===== config.mk =====
export PLATFORM = sky130hd
export DESIGN_NAME = cpu_run_ctl
export DESIGN_NICKNAME = d
export VERILOG_FILES = /design/src/rtl/cpu_run_ctl_pkg.sv /design/src/rtl/cpu_run_ctl_debounce.sv /design/src/rtl/cpu_run_ctl.sv
export SDC_FILE = /design/constraint.sdc
export NUM_CORES = 1
export LEC_CHECK = 0
export ABC_AREA = 1
export CAP_MARGIN = 20
export CORE_ASPECT_RATIO = 0.8
export CORE_MARGIN = 1
export CORE_UTILIZATION = 27
export DETAILED_ROUTE_END_ITERATION = 6
export GPL_TIMING_DRIVEN = 0
export SYNTH_ARGS = -nofsm -noshare
export SYNTH_HDL_FRONTEND = slang
export SYNTH_HIERARCHICAL = 1
export SYNTH_SLANG_ARGS = --single-unit
export TNS_END_PERCENT = 5

===== constraint.sdc =====
create_clock -name cpuclk -period 2.71 [get_ports cpuclk]
set_clock_uncertainty 0.2 [all_clocks]
set_input_delay 0.813 -clock cpuclk [delete_from_list [all_inputs] [get_ports cpuclk]]
set_output_delay 0.813 -clock cpuclk [all_outputs]
set_load 0.1 [all_outputs]

===== src/rtl/cpu_run_ctl_pkg.sv =====
// Shared definitions for the CPU run/halt/interrupt controller.
package cpu_run_ctl_pkg;

  typedef enum logic [2:0] {
    S_RUN     = 3'd0,
    S_HALTING = 3'd1,
    S_HALTED  = 3'd2,
    S_STEP    = 3'd3,
    S_RESUME  = 3'd4
  } state_t;

  localparam int SYNC_STAGES = 2;

endpackage


===== src/rtl/cpu_run_ctl_debounce.sv =====
// Push-button debouncer: synchronizer, sampled hold history and a single
// press pulse per continuous hold.
module button_debounce
  import cpu_run_ctl_pkg::*;
#(
  parameter int DEB_LEN = 10
) (
  input  logic cpuclk,
  input  logic dcm_reset,
  input  logic btn,
  input  logic tick,
  input  logic discard,
  output logic press
);

  logic [SYNC_STAGES-1:0] sync_q, sync_d;
  logic [DEB_LEN-1:0]     hold_q, hold_d, hold_new;
  logic                   hist_q, hist_d;
  logic                   press_q, press_d;

  always_comb begin
    sync_d   = {sync_q[SYNC_STAGES-2:0], btn};
    hold_new = {hold_q[DEB_LEN-2:0], sync_q[SYNC_STAGES-1]};
    hold_d   = hold_q;
    hist_d   = hist_q;
    press_d  = 1'b0;
    if (tick) begin
      hold_d  = hold_new;
      hist_d  = &hold_new;
      // hist keeps tracking while discarded, so a button held across a
      // CPU reset cannot fire once the reset drops
      press_d = (&hold_new) && !hist_q && !discard;
    end
  end

  always_ff @(posedge cpuclk or posedge dcm_reset) begin
    if (dcm_reset) begin
      sync_q  <= '0;
      hold_q  <= '0;
      hist_q  <= 1'b0;
      press_q <= 1'b0;
    end else begin
      sync_q  <= sync_d;
      hold_q  <= hold_d;
      hist_q  <= hist_d;
      press_q <= press_d;
    end
  end

  assign press = press_q;

endmodule


===== src/rtl/cpu_run_ctl.sv =====
// CPU run/halt/single-step sequencer with debounced buttons and a console
// interrupt that times out into a sticky lost flag.
module cpu_run_ctl
  import cpu_run_ctl_pkg::*;
#(
  parameter int TICK_BITS   = 10,
  parameter int DEB_LEN     = 10,
  parameter int IRQ_TO_BITS = 16
) (
  input  logic cpuclk,
  input  logic dcm_reset,
  input  logic cpu_reset,
  input  logic boot,
  input  logic button_h,
  input  logic button_c,
  input  logic cpu_halted,
  input  logic irq_ack,
  output logic halt,
  output logic interrupt,
  output logic halted_led,
  output logic irq_lost
);

  logic [TICK_BITS-1:0]   tick_cnt_q, tick_cnt_d;
  logic                   tick;
  logic [SYNC_STAGES-1:0] rst_sync_q, rst_sync_d;
  logic                   rst_s;
  logic                   press_h, press_c;
  state_t                 state_q, state_d;
  logic                   pend_q, pend_d;
  logic [IRQ_TO_BITS-1:0] irq_cnt_q, irq_cnt_d;
  logic                   irq_lost_q, irq_lost_d;

  always_comb begin
    tick_cnt_d = tick_cnt_q + TICK_BITS'(1);
    tick       = &tick_cnt_q;
    rst_sync_d = {rst_sync_q[SYNC_STAGES-2:0], cpu_reset};
    rst_s      = rst_sync_q[SYNC_STAGES-1];
  end

  button_debounce #(.DEB_LEN(DEB_LEN)) u_deb_h (
    .cpuclk    (cpuclk),
    .dcm_reset (dcm_reset),
    .btn       (button_h),
    .tick      (tick),
    .discard   (rst_s),
    .press     (press_h)
  );

  button_debounce #(.DEB_LEN(DEB_LEN)) u_deb_c (
    .cpuclk    (cpuclk),
    .dcm_reset (dcm_reset),
    .btn       (button_c),
    .tick      (tick),
    .discard   (rst_s),
    .press     (press_c)
  );

  always_comb begin
    state_d    = state_q;
    halt       = 1'b0;
    halted_led = 1'b0;
    if (rst_s) begin
      state_d = S_RUN;
    end else begin
      case (state_q)
        S_RUN:     if (press_h) state_d = S_HALTING;
        S_HALTING: if (cpu_halted) state_d = S_HALTED;
        S_HALTED: begin
          if (press_c)      state_d = S_RESUME;
          else if (press_h) state_d = S_STEP;
        end
        S_STEP:    state_d = S_HALTING;
        S_RESUME:  if (!cpu_halted) state_d = S_RUN;
        default:   state_d = S_RUN;
      endcase
    end
    // boot masks the request without disturbing the sequence
    halt       = ((state_q == S_HALTING) || (state_q == S_HALTED)) && !boot;
    halted_led = (state_q == S_HALTED);
  end

  always_comb begin
    pend_d     = pend_q;
    irq_cnt_d  = '0;
    irq_lost_d = irq_lost_q;
    if (rst_s) begin
      pend_d     = 1'b0;
      irq_lost_d = 1'b0;
    end else if (pend_q) begin
      if (irq_ack) begin
        pend_d = 1'b0;
      end else if (&irq_cnt_q) begin
        pend_d     = 1'b0;
        irq_lost_d = 1'b1;
      end else begin
        irq_cnt_d = irq_cnt_q + IRQ_TO_BITS'(1);
      end
    end else if (press_c && (state_q == S_RUN)) begin
      pend_d = 1'b1;
    end
  end

  always_ff @(posedge cpuclk or posedge dcm_reset) begin
    if (dcm_reset) begin
      tick_cnt_q <= '0;
      rst_sync_q <= '0;
      state_q    <= S_RUN;
      pend_q     <= 1'b0;
      irq_cnt_q  <= '0;
      irq_lost_q <= 1'b0;
    end else begin
      tick_cnt_q <= tick_cnt_d;
      rst_sync_q <= rst_sync_d;
      state_q    <= state_d;
      pend_q     <= pend_d;
      irq_cnt_q  <= irq_cnt_d;
      irq_lost_q <= irq_lost_d;
    end
  end

  assign interrupt = pend_q;
  assign irq_lost  = irq_lost_q;

endmodule


======== Word level (Yosys, flattened, before mapping) ========
Cells that the tools add are included.
storage, ports and cells
  bits in registers ....................... 59
  input bits .............................. 8
  output and inout bits ................... 4
  logic and storage cells ................. 67
operators by class
  add/subtract/negate cells ............... 2
  equal/unequal tests ..................... 9
  mux-type cells .......................... 22
  reduce and logical (&&, ||, !) cells .... 20
operators with widths
  kind                                                   count
  2-to-1 mux 16 bit                                      4
  AND reduction 10 bit                                   3
  2-to-1 mux 3 bit                                       6
  adder 16 x 1 -> 16 bit, second input constant          1
  AND reduction 16 bit                                   1
  one-hot mux 3 bit (5 select lines)                     1
  2-to-1 mux 1 bit                                       11
  adder 10 x 1 -> 10 bit, second input constant          1
  equality test 3 x 2 -> 1 bit, second input constant    2
  logical AND 1 bit                                      6
  inequality test 3 bit, second input constant           2
  logical NOT 1 bit                                      4
  inequality test 4 x 1 -> 1 bit, second input constant  1
  AND reduction 4 bit                                    1
  nonzero test 2 bit                                     2
  equality test 3 x 1 -> 1 bit, second input constant    1
  equality test 3 bit, second input constant             1
  logical NOT 3 bit                                      1
  inequality test 3 x 2 -> 1 bit, second input constant  1
  AND reduction 3 bit                                    1
  inequality test 2 x 1 -> 1 bit, second input constant  1
  logical OR 1 bit                                       1

======== Depth between registers and ports, before layout ========
  depth after elaboration ................. 5
  gate-level depth with buffers ........... 9
  mapped depth without buffers ............ 9

======== Modules after synthesis ========
Netlist, hierarchy kept.
modules (own cells, without submodules)
  module           times used  cells an instance  area each (um^2)  sequential area each (um^2)
  cpu_run_ctl      1           201                1707.9            825.8
  button_debounce  2           54                 511.7             325.3

======== Least setup slack after synthesis ========
No wires, ideal clock.
  path type ............................... input port to output port
  from .................................... in boot
  to ...................................... out halt
  arrival time ............................ 2274 ps
  required time ........................... 1697 ps
  slack ................................... -577 ps
  stages on the path ...................... 1
  buffers on the path ..................... 0
  cell sequence ........................... a21oi_1
between the ends
  cells in the longest elaborated chain, start to end .. 2
RTL lines
  element             line               text
  start: declaration  cpu_run_ctl.sv:13  input logic boot,
  logical NOT 1 bit   cpu_run_ctl.sv:79  halt = ((state_q == S_HALTING) || (state_q == S_HALTED)) && !boot;
  logical AND 1 bit   cpu_run_ctl.sv:79
  end: declaration    cpu_run_ctl.sv:18  output logic halt,
No other way between the ends.

======== Worst setup path after layout ========
Ends and elaborated chain as after synthesis.

==> impl_metrics.sql <==
INSERT INTO impl_metrics (metric_group, metric, value, unit) VALUES
('status', 'outcome', 'finished clean', ''),
('power_and_ir_drop', 'swShare', '19.7', '%'),
('cts', 'cts-buffers-inserted', '9', ''),
('worst_setup_path', 'worst-endpoint-required', '1.70', 'ns'),
('sta', 'hold_slack', '0.143', 'ns'),
('floorplan', 'initial_utilization', '28.1', '%'),
('sta', 'final_critical_path_setup_slack', '0.0629', 'ns'),
('sta', 'layout_min_cycle_time', '2.65', 'ns'),
('synthesis', 'synth_cell_types', '29', ''),
('synthesis', 'postSynthNetCount', '319', ''),
('synthesis', 'synth_top_area_cell', 'sky130_fd_sc_hd__dfrtp_1', ''),
('cells_and_area', 'fin_util', '34.0', '%'),
('power_and_ir_drop', 'power.internal', '1.57', 'mW'),
('power_and_ir_drop', 'leakage', '1.46', 'nW'),
('power_and_ir_drop', 'p_seq_share', '45.7', '%'),
('floorplan', 'rows', '32', ''),
('power_and_ir_drop', 'vdd_drop_max', '0.284', 'mV'),
('sta', 'final-max-slew-violation-count', '0', ''),
('sta', 'max_freq', '378', 'MHz'),
('floorplan', 'die_area', '0.0105', 'mm^2'),
('synthesis', 'synth.avg_cell_area', '8.84', 'um^2'),
('sta', 'final-setup-viol-count', '0', ''),
('cts', 'cts.htree.levels', '3', ''),
('worst_setup_path', 'crit_path_end_kind', 'primary output', ''),
('worst_setup_path', 'worst_path_arrival_time', '1.63', 'ns'),
('floorplan', 'die_width', '114', 'um'),
('global_route', 'grt_max_degree', '19', ''),
('global_route', 'grt.overflow.total', '0', ''),
('floorplan', 'core-area', '0.00973', 'mm^2'),
('global_route', 'gr-usage-all-layers', '10.7', '%'),
('synthesis', 'synth.cell_area', '0.00273', 'mm^2'),
('place', 'preCtsSetupSlack', '-0.783', 'ns'),
('route', 'detailed_router_iteration_count_before_antenna_repair', '4', ''),
('route', 'met3_length', '203', 'um'),
('job', 'max_cap_violations', '0', ''),
('power_and_ir_drop', 'switchingPower', '383', 'uW'),
('cells_and_area', 'layout.nets', '342', ''),
('route', 'drt.antenna.violating_nets', '0', ''),
('cts', 'root_buffer', 'sky130_fd_sc_hd__clkbuf_16', ''),
('worst_setup_path', 'crit_type', 'input port to primary output', ''),
('global_route', 'grt_first_pass_wirelength', '8.67', 'mm'),
('sta', 'post-route-period-util', '97.7', '%'),
('power_and_ir_drop', 'power.density_cell_area', '590', 'mW/mm^2'),
('sta', 'rsz0062_at_grt', 'no', ''),
('cells_and_area', 'final_layout_size_suffix_gt1_share', '15.7', '%'),
('route', 'num_vias', '1907', ''),
('route', 'initialDrtViolationCount', '143', ''),
('route', 'wl_met1', '2.42', 'mm'),
('synthesis', 'postSynthRegisterBits', '59', ''),
('global_route', 'first_global_vias', '1945', ''),
('cts', 'clk_pin_slew', '0.05', 'ns'),
('cts', 'ctsHoldBuffers', '0', ''),
('synthesis', 'synth_cells', '309', ''),
('cells_and_area', 'most-common-layout-cells', '95 x sky130_fd_sc_hd__nand2_1, 59 x sky130_fd_sc_hd__dfrtp_1, 34 x sky130_fd_sc_hd__inv_1', ''),
('sta', 'timing_worst_slew_pin_value', '0.953', 'ns'),
('min_path', 'hold_wc_path_type', 'register to register', ''),
('sta', 'finalHoldViolCount', '0', ''),
('cells_and_area', 'syn_to_final_growth', '21.1', '%'),
('route', 'drt_drc_violations_left', '0', ''),
('cts', 'clk-insertion-delay-late', '0.32', 'ns'),
('global_route', 'antenna_found_initial', '0', ''),
('sta', 'worst_slew_margin_rel', '36.7', '%'),
('floorplan', 'design.portCount', '12', ''),
('route', 'uppermost_signal_routing_layer_after_detailed_routing', 'met4', ''),
('synthesis', 'ys.warnings.count', '6', ''),
('place', 'hpwlAfterDp', '3.32', 'mm'),
('cells_and_area', 'mostFrequentLayoutCell', 'sky130_fd_sc_hd__nand2_1', ''),
('synthesis', 'seq_area_frac_synth', '54.1', '%'),
('cts', 'cts_tree', 'yes', ''),
('route', 'dr_wl_met2', '1.94', 'mm'),
('cts', 'tritoncts_num_sinks', '59', '');
-- worst paths after layout --
| path | from | end | slack (ns) | cells after the start |
|---|---|---|---|---|
| setup reg to reg | tick_cnt_q[0]$_DFF_PP0_ | u_deb_c/hold_q[2]$_DFFE_PP0P_ | 0.36 | 9 |
| min in group asynchronous | dcm_reset | u_deb_h/sync_q[1]$_DFF_PP0_ | 0.67 | 2 |
| max in group asynchronous | dcm_reset | state_q[1]$_DFFE_PP0P_ | 0.98 | 3 |
| hold reg to reg | u_deb_h/sync_q[0]$_DFF_PP0_ | u_deb_h/sync_q[1]$_DFF_PP0_ | 0.14 | 0 |
| hold / removal | u_deb_h/sync_q[0]$_DFF_PP0_ | u_deb_h/sync_q[1]$_DFF_PP0_ | 0.14 | 0 |
| setup / recovery | boot | halt | 0.06 | 3 |
-- cells by family (layout without fill, tap and decap cells) --
family | Yosys count | after routing | share of synthesized area [%]
simple gates | 176 | 176 | 29.7
flops | 59 | 59 | 54.1
fa+ha+maj | 2 | 2 | 0.916
compound gates | 17 | 17 | 3.71
xor+xnor | 15 | 15 | 4.81
buf+inv | 40 | 68 | 6.83
-- flip-flops by register name (all words and copies together) (netlist names) --
register,count
tick_cnt_q,10
u_deb_h/sync_q,2
u_deb_c/sync_q,2
interrupt,1
u_deb_c/hist_q,1
irq_cnt_q,16
irq_lost,1
u_deb_h/press,1
u_deb_h/hist_q,1
state_q,3
u_deb_h/hold_q,9
u_deb_c/press,1
rst_sync_q,2
u_deb_c/hold_q,9
-- repair_timing --
action,in CTS,in global routing
pin swaps,0,0
resized for setup,12,1
endpoints found under the setup margin,4,1
gates cloned,0,0
-- area by class of cell --
cell class	count	area, um^2
Fill cell	998	6420
Sequential cell	59	1480
Multi-Input combinational cell	210	1070
Clock buffer	14	264
Tap cell	136	170
Inverter	37	144
Timing Repair Buffer	12	128
Buffer	3	42.5
Clock inverter	2	10.0
-- synth_stat cells --
cell and count:
sky130_fd_sc_hd__nand3_2 3, sky130_fd_sc_hd__nor3_2 1, sky130_fd_sc_hd__nor3_1 3, sky130_fd_sc_hd__o31ai_1 1
sky130_fd_sc_hd__o21ai_0 6, sky130_fd_sc_hd__inv_1 34, sky130_fd_sc_hd__xor2_1 12, sky130_fd_sc_hd__inv_4 2
sky130_fd_sc_hd__nand2_1 95, sky130_fd_sc_hd__nor2_4 1, sky130_fd_sc_hd__and2_0 1, sky130_fd_sc_hd__buf_12 1
sky130_fd_sc_hd__nor2_1 23, sky130_fd_sc_hd__nand3_1 15, sky130_fd_sc_hd__xnor2_1 3, sky130_fd_sc_hd__nor3b_2 1
sky130_fd_sc_hd__nand4_1 7, sky130_fd_sc_hd__ha_1 2, sky130_fd_sc_hd__nor2_2 20, sky130_fd_sc_hd__o21ai_1 2
sky130_fd_sc_hd__nand2_2 3, sky130_fd_sc_hd__inv_2 1, sky130_fd_sc_hd__or2_1 2, sky130_fd_sc_hd__a21oi_1 3
sky130_fd_sc_hd__buf_6 2, sky130_fd_sc_hd__nand3b_1 1, sky130_fd_sc_hd__o21bai_1 4, sky130_fd_sc_hd__dfrtp_1 59
sky130_fd_sc_hd__a31o_2 1
-- power by group through the flow --
| stage | Sequential [mW] | Combinational (mW) | Clock, mW |
|---|---|---|---|
| after global placement | 0.904 | 0.0353 | 0 |
| after detailed placement | 0.904 | 0.0408 | 0 |
| after global routing | 0.890 | 0.0454 | 1.10 |
| after floorplan | 0.903 | 0.0181 | 0 |
| final | 0.890 | 0.0384 | 1.02 |
| after CTS | 0.890 | 0.0408 | 1.06 |
-- per-stage QoR --
step | std cells | cell area [um^2] | setup TNS, ns | total power, mW
after global routing | 473 | 3310 | 0 | 2.03
after CTS | 473 | 3310 | 0 | 1.99
final | 473 | 3310 | 0 | 1.95
after detailed placement | 457 | 3040 | -1.01 | 0.945
after global placement | 456 | 3020 | -0.994 | 0.940
after floorplan | 309 | 2740 | 0 | 0.922
-- metal layers --
layer / up-vias / GRT usage [%]
li1: 1010 / -
met1: 863 / 13.8
met2: 28 / 15.9
met3: 6 / 4.03
met4: 0 / 4.55
met5: - / 0
-- worst max-delay path, stage by stage --
cell and delay [ns]:
sky130_fd_sc_hd__clkdlybuf4s50_1 0.42, sky130_fd_sc_hd__a21oi_2 0.11, sky130_fd_sc_hd__buf_4 0.30
Power figures use the tool's default switching activity.
